### config.mk
export PLATFORM = sky130hd
export DESIGN_NAME = down_counter_nbit_flat
export DESIGN_NICKNAME = d
export VERILOG_FILES = /design/src/rtl/down_counter_nbit_pkg.sv /design/src/rtl/down_counter_nbit_if.sv /design/src/rtl/down_counter_nbit_bin2gray.sv /design/src/rtl/down_counter_nbit.sv /design/src/flat_wrapper.sv
export SDC_FILE = /design/constraint.sdc
export NUM_CORES = 1
export LEC_CHECK = 0
export ABC_AREA = 1
export CORE_AREA = 2 2 40 42
export CTS_CLUSTER_SIZE = 30
export DETAILED_ROUTE_END_ITERATION = 10
export DIE_AREA = 0 0 42 44
export PLACE_DENSITY = 0.75
export SKIP_CTS_REPAIR_TIMING = 1
export SYNTH_ARGS = -nofsm -noshare
export SYNTH_HDL_FRONTEND = slang
export SYNTH_SLANG_ARGS = --single-unit
### constraint.sdc
create_clock -name clk -period 1.15 [get_ports clk]
set_input_delay 0.2875 -clock clk [delete_from_list [all_inputs] [get_ports clk]]
set_output_delay 0.2875 -clock clk [all_outputs]
set_load 0.02 [all_outputs]
### src/rtl/down_counter_nbit_pkg.sv
`default_nettype none
// +----------------------------------------------------------------------+
// | down_counter_pkg : state encoding and constants for down_counter_nbit |
// | Rev 1.0                                                               |
// +----------------------------------------------------------------------+
package down_counter_pkg;

   typedef enum logic [1:0] {
      IDLE  = 2'd0,
      COUNT = 2'd1,
      DONE  = 2'd2
   } cnt_state_t;

   // All-ones reload value; users slice [WIDTH-1:0], so WIDTH must not exceed 32.
   localparam logic [31:0] RELOAD_RST_VAL = 32'hFFFF_FFFF;

endpackage : down_counter_pkg
`default_nettype wire

### src/rtl/down_counter_nbit_if.sv
`default_nettype none
// +----------------------------------------------------------------------+
// | down_counter_nbit_if : control/status bundle of the down counter      |
// | Optional macro DOWN_CNT_GRAY_OUT_EN adds count_gray. Rev 1.0          |
// +----------------------------------------------------------------------+
interface down_counter_nbit_if #(
   parameter int WIDTH = 3
);
   logic             en;
   logic             load;
   logic [WIDTH-1:0] load_val;
   logic             auto_reload;
   logic [WIDTH-1:0] count;
   logic             busy;
   logic             tc;
`ifdef DOWN_CNT_GRAY_OUT_EN
   logic [WIDTH-1:0] count_gray;

   modport master (output en, load, load_val, auto_reload,
                   input  count, busy, tc, count_gray);
   modport slave  (input  en, load, load_val, auto_reload,
                   output count, busy, tc, count_gray);
`else
   modport master (output en, load, load_val, auto_reload,
                   input  count, busy, tc);
   modport slave  (input  en, load, load_val, auto_reload,
                   output count, busy, tc);
`endif
endinterface : down_counter_nbit_if
`default_nettype wire

### src/rtl/down_counter_nbit_bin2gray.sv
`default_nettype none
// +----------------------------------------------------------------------+
// | bin2gray : combinational binary to reflected-Gray converter           |
// | Rev 1.0                                                               |
// +----------------------------------------------------------------------+
module bin2gray #(
   parameter int WIDTH = 3
) (
   input  wire logic [WIDTH-1:0] bin_i,
   output      logic [WIDTH-1:0] gray_o
);
   assign gray_o = bin_i ^ (bin_i >> 1);
endmodule : bin2gray
`default_nettype wire

### src/rtl/down_counter_nbit.sv
`default_nettype none
// +----------------------------------------------------------------------+
// | down_counter_nbit : loadable N-bit down counter, one-shot/auto-reload |
// | Optional macro DOWN_CNT_GRAY_OUT_EN adds registered count_gray. Rev 1.0|
// +----------------------------------------------------------------------+
module down_counter_nbit
   import down_counter_pkg::*;
#(
   parameter int WIDTH = 3
) (
   input wire logic           clk,
   input wire logic           reset,
   down_counter_nbit_if.slave bus
);

   cnt_state_t       state_q, state_d;
   logic [WIDTH-1:0] count_q, count_d;
   logic [WIDTH-1:0] reload_q, reload_d;
   logic             tc_q, tc_d;
   logic             busy_q, busy_d;

   always_comb begin
      state_d  = state_q;
      count_d  = count_q;
      reload_d = reload_q;
      tc_d     = 1'b0;
      if (bus.load) begin
         reload_d = bus.load_val;
         count_d  = bus.load_val;
         state_d  = (bus.load_val != '0) ? COUNT : IDLE;
      end else begin
         case (state_q)
            IDLE: ;
            COUNT: begin
               if (bus.en) begin
                  if (count_q > WIDTH'(1)) begin
                     count_d = count_q - WIDTH'(1);
                  end else if (count_q == WIDTH'(1)) begin
                     count_d = '0;
                     tc_d    = 1'b1;
                  end else if (bus.auto_reload) begin
                     count_d = reload_q;
                  end else begin
                     state_d = DONE;
                  end
               end
            end
            DONE:    count_d = '0;
            default: state_d = IDLE;
         endcase
      end
      busy_d = (state_d == COUNT);
   end

   always_ff @(posedge clk) begin
      if (reset) begin
         state_q  <= IDLE;
         count_q  <= '0;
         reload_q <= RELOAD_RST_VAL[WIDTH-1:0];
         tc_q     <= 1'b0;
         busy_q   <= 1'b0;
      end else begin
         state_q  <= state_d;
         count_q  <= count_d;
         reload_q <= reload_d;
         tc_q     <= tc_d;
         busy_q   <= busy_d;
      end
   end

   assign bus.count = count_q;
   assign bus.busy  = busy_q;
   assign bus.tc    = tc_q;

`ifdef DOWN_CNT_GRAY_OUT_EN
   logic [WIDTH-1:0] gray_d, gray_q;

   // Converting the next count keeps the Gray output aligned with count.
   bin2gray #(.WIDTH(WIDTH)) u_bin2gray (
      .bin_i  (count_d),
      .gray_o (gray_d)
   );

   always_ff @(posedge clk) begin
      if (reset) gray_q <= '0;
      else       gray_q <= gray_d;
   end

   assign bus.count_gray = gray_q;
`endif

endmodule : down_counter_nbit
`default_nettype wire
### src/flat_wrapper.sv
// flat-port wrapper written by rule: the top's interface ports become plain ports
module down_counter_nbit_flat import down_counter_pkg::*;
#(
   parameter int WIDTH = 3
)
  (clk, reset, bus_en, bus_load, bus_load_val, bus_auto_reload, bus_count, bus_busy, bus_tc);
  down_counter_nbit_if #(.WIDTH(WIDTH)) bus_i ();
  input wire logic clk;
  input wire logic reset;
  input wire logic [$bits(bus_i.en)-1:0] bus_en;
  input wire logic [$bits(bus_i.load)-1:0] bus_load;
  input wire logic [$bits(bus_i.load_val)-1:0] bus_load_val;
  input wire logic [$bits(bus_i.auto_reload)-1:0] bus_auto_reload;
  output wire logic [$bits(bus_i.count)-1:0] bus_count;
  output wire logic [$bits(bus_i.busy)-1:0] bus_busy;
  output wire logic [$bits(bus_i.tc)-1:0] bus_tc;
  assign bus_i.en = bus_en;
  assign bus_i.load = bus_load;
  assign bus_i.load_val = bus_load_val;
  assign bus_i.auto_reload = bus_auto_reload;
  assign bus_count = bus_i.count;
  assign bus_busy = bus_i.busy;
  assign bus_tc = bus_i.tc;
  down_counter_nbit #(.WIDTH(WIDTH)) u_core (.clk(clk), .reset(reset), .bus(bus_i));
endmodule
==> results by group <==
Run status
  – Outcome: finished, violations left
  – Failing checks: negative setup slack

Setup path
  – Worst setup EP type: flop
  – Critical path arrival: between 1 and 1.5 ns
  – Crit path launch type: flop
  – Worst path required time: 1.31 ns
  – Max FO, Critical Path: 5
  – Setup CP Type: flop to flop

Logic synthesis
  – Synthesized netlist cell count: 83
  – Synth area leaders: dfxtp_1 36%, nand2_1 16%, nand3_1 9.0%
  – Avg Inst Size Synth: 6.69 um2
  – Post-Syn Area: about 560 um2
  – Post-synth net total: 93
  – Synth Register Bits: 10
  – Post-synth top area share: approximately 36%
  – Synth area leader: dfxtp_1
  – Seq/Total Area, Yosys: 36.0%
  – Ys Warns: 0
  – Post-synth cell types: 17

Route
  – Detailed Route WL: around 1300 um
  – Top sig layer: met4
  – DR pass1 iterations: 4
  – Metal-1 WL: between 500 and 600 um
  – Routed wire per std cell: between 10 and 15 um
  – DRC viols: 0
  – ANT nets after route: 0
  – 1st-iter DRT viols: 4
  – Routed wl met3: 55 um
  – WL met2: approximately 650 um
  – Routed vias/inst: ~4.8
  – Via count: around 600

Timing
  – Clock skew: around 0.0065 ns
  – RSZ-0062 raised after global routing: true
  – Post-layout min period: between 1 and 1.5 ns
  – Final Max Slew Viols: 0
  – Final setup violation count: 5
  – Worst setup margin: -0.0634 ns
  – Actual slew at the worst max-slew pin: approximately 0.36 ns
  – Period utilization: 106%
  – Max transition margin: between 70% and 80%
  – Max frequency: approximately 0.82 GHz
  – Final hold viol count: 0

Cells and area
  – Layout fillers: about 130
  – Share of cells above drive strength 1: a little over a third
  – P&R area growth vs syn: 55.9%
  – Core Util, Final: roughly 61%
  – Nets: between 100 and 150
  – N_diodes: 0

Clock network
  – Number of CTS-inserted buffers: 3
  – Clk sinks: 10
  – Clock slew at the register clock pins of the worst setup and hold paths: about 0.070 ns
  – Worst-Skew Late Latency: about 0.27 ns
  – CTS root buf: clkbuf_4
  – TritonCTS clock tree: yes
  – H-tree depth reported by CTS: 1
  – Max clock buf depth: 2

Floorplan
  – Die area: 1850 um2
  – Starting Density: between 30% and 40%
  – IO Pins: 13
  – Die height: about 44 um
  – Row cnt: 14
  – Die Wd: around 42 um
  – CORE AREA: about 1400 um2

Placed design
  – RePlAce Congestion: around 0.9
  – Setup WS pre-CTS: -0.342 ns
  – DP HPWL: slightly above 1000 um
  – Port bufs: 12

Pwr
  – Static leakage: roughly 0.00045 uW
  – Final Power: between 1000 and 1500 uW
  – Max rail drop VDD: around 0.64 mV
  – Pwr dens: 1200 nW/um2

Global routing
  – First-pass GRT wire length: 2160 um
  – Vias in the first global route: about 560
  – GR Util All Layers: around 16%
  – Largest net degree at the start of global routing: 7
  – GRT overflow: 0
  – Initial antenna violation count: 0

Job
  – Max-cap viol count: 0

Hold path
  – HP Class: input port to flop
per-stage QoR:
stage | area [um2] | instances | TNS (ns) | hold WS, ns
3_5_place_dp | 797 | 122 | -2.46 | 0.448
3_3_place_gp | 797 | 122 | -2.24 | 0.445
5_1_grt | 866 | 126 | -0.763 | 0.358
6_report | 866 | 126 | -0.256 | 0.351
2_1_floorplan | 578 | 83 | -0.255 | 0.357
4_1_cts | 833 | 126 | -2.28 | 0.480
power breakdown:
part	switching, uW	total (uW)	internal [uW]
combinational	175	328	154
clock	121	314	192
sequential	19.9	393	373
total	316	1030	719
final cells by class:
cell class                      instances  area, um2  share of cell area [%]
Multi-Input combinational cell         60        347                    40.0
Sequential cell                        10        209                    24.1
Timing Repair Buffer                   24        206                    23.8
Inverter                               12       47.5                    5.49
Clock buffer                            4       36.3                    4.19
Tap cell                               16       20.0                    2.31
layout by cell type (no fill, tap or decap), types with 2 or more instances in the layout:
cell type        synthesis  final
o211ai_1                 2      2
inv_1                   10      8
nand3_1                 10     10
buf_4                    0     11
nor2_4                   0      2
clkbuf_2                 0      3
a21oi_2                  0      2
dfxtp_4                  0      2
nand2_2                  1      3
nand2_1                 23     20
dfxtp_1                 10      7
dlymetal6s2s_1           0      3
inv_2                    2      3
nor2_2                   4      4
clkbuf_4                 0      3
nor2_1                  10      8
clkdlybuf4s50_1          0      6
flip-flops by register name, indices dropped and copies added, names as in the netlist:
| name | flops |
|---|---|
| u_core.bus.busy | 1 |
| u_core.reload_q | 3 |
| u_core.bus.count | 3 |
| u_core.state_q | 2 |
| u_core.bus.tc | 1 |
cells in the mapped netlist, drive strengths merged:
library cell and number:
nand2 24, nor2 14, inv 12, nand3 11
dfxtp 10, a21oi 3, ha 2, o211ai 2
buf 1, nand4 1, nor4 1, o31ai 1
xor2 1
critical path, stage by stage (launching register included):
cell     delay [ns]
dfxtp_4        0.37
inv_4          0.04
ha_4           0.14
inv_2          0.06
nor2_4         0.04
nor2_4         0.11
nand3_2        0.11
nand2_4        0.10
nand2_1        0.06
nand2_1        0.05
nor2_1         0.03
routing by layer:
| layer | up-vias | track usage, % |
|---|---|---|
| li1 | 315 | - |
| met1 | 274 | 18.1 |
| met2 | 10 | 25.6 |
| met3 | 5 | 4.17 |
| met4 | 0 | 11.6 |
| met5 | - | 0 |
logic make-up after synthesis:
group,Yosys count,share of synthesized area [%]
compound gates,6,6.76
xor+xnor,1,1.58
flops,10,36.0
fa+ha+maj,2,4.50
buf+inv,13,10.1
simple gates,51,41.0
worst paths after layout:
check / startpoint / to / cells past startpoint / slack [ns]
setup / recovery: u_core.bus.count[1] / u_core.bus.count[0] / 10 / -0.06
hold / removal: bus_load / u_core.bus.tc / 2 / 0.35
setup reg to reg: u_core.bus.count[1] / u_core.bus.count[0] / 10 / -0.06
hold reg to reg: u_core.reload_q[1] / u_core.reload_q[1] / 2 / 0.49
Power figures use the tool's default switching activity.
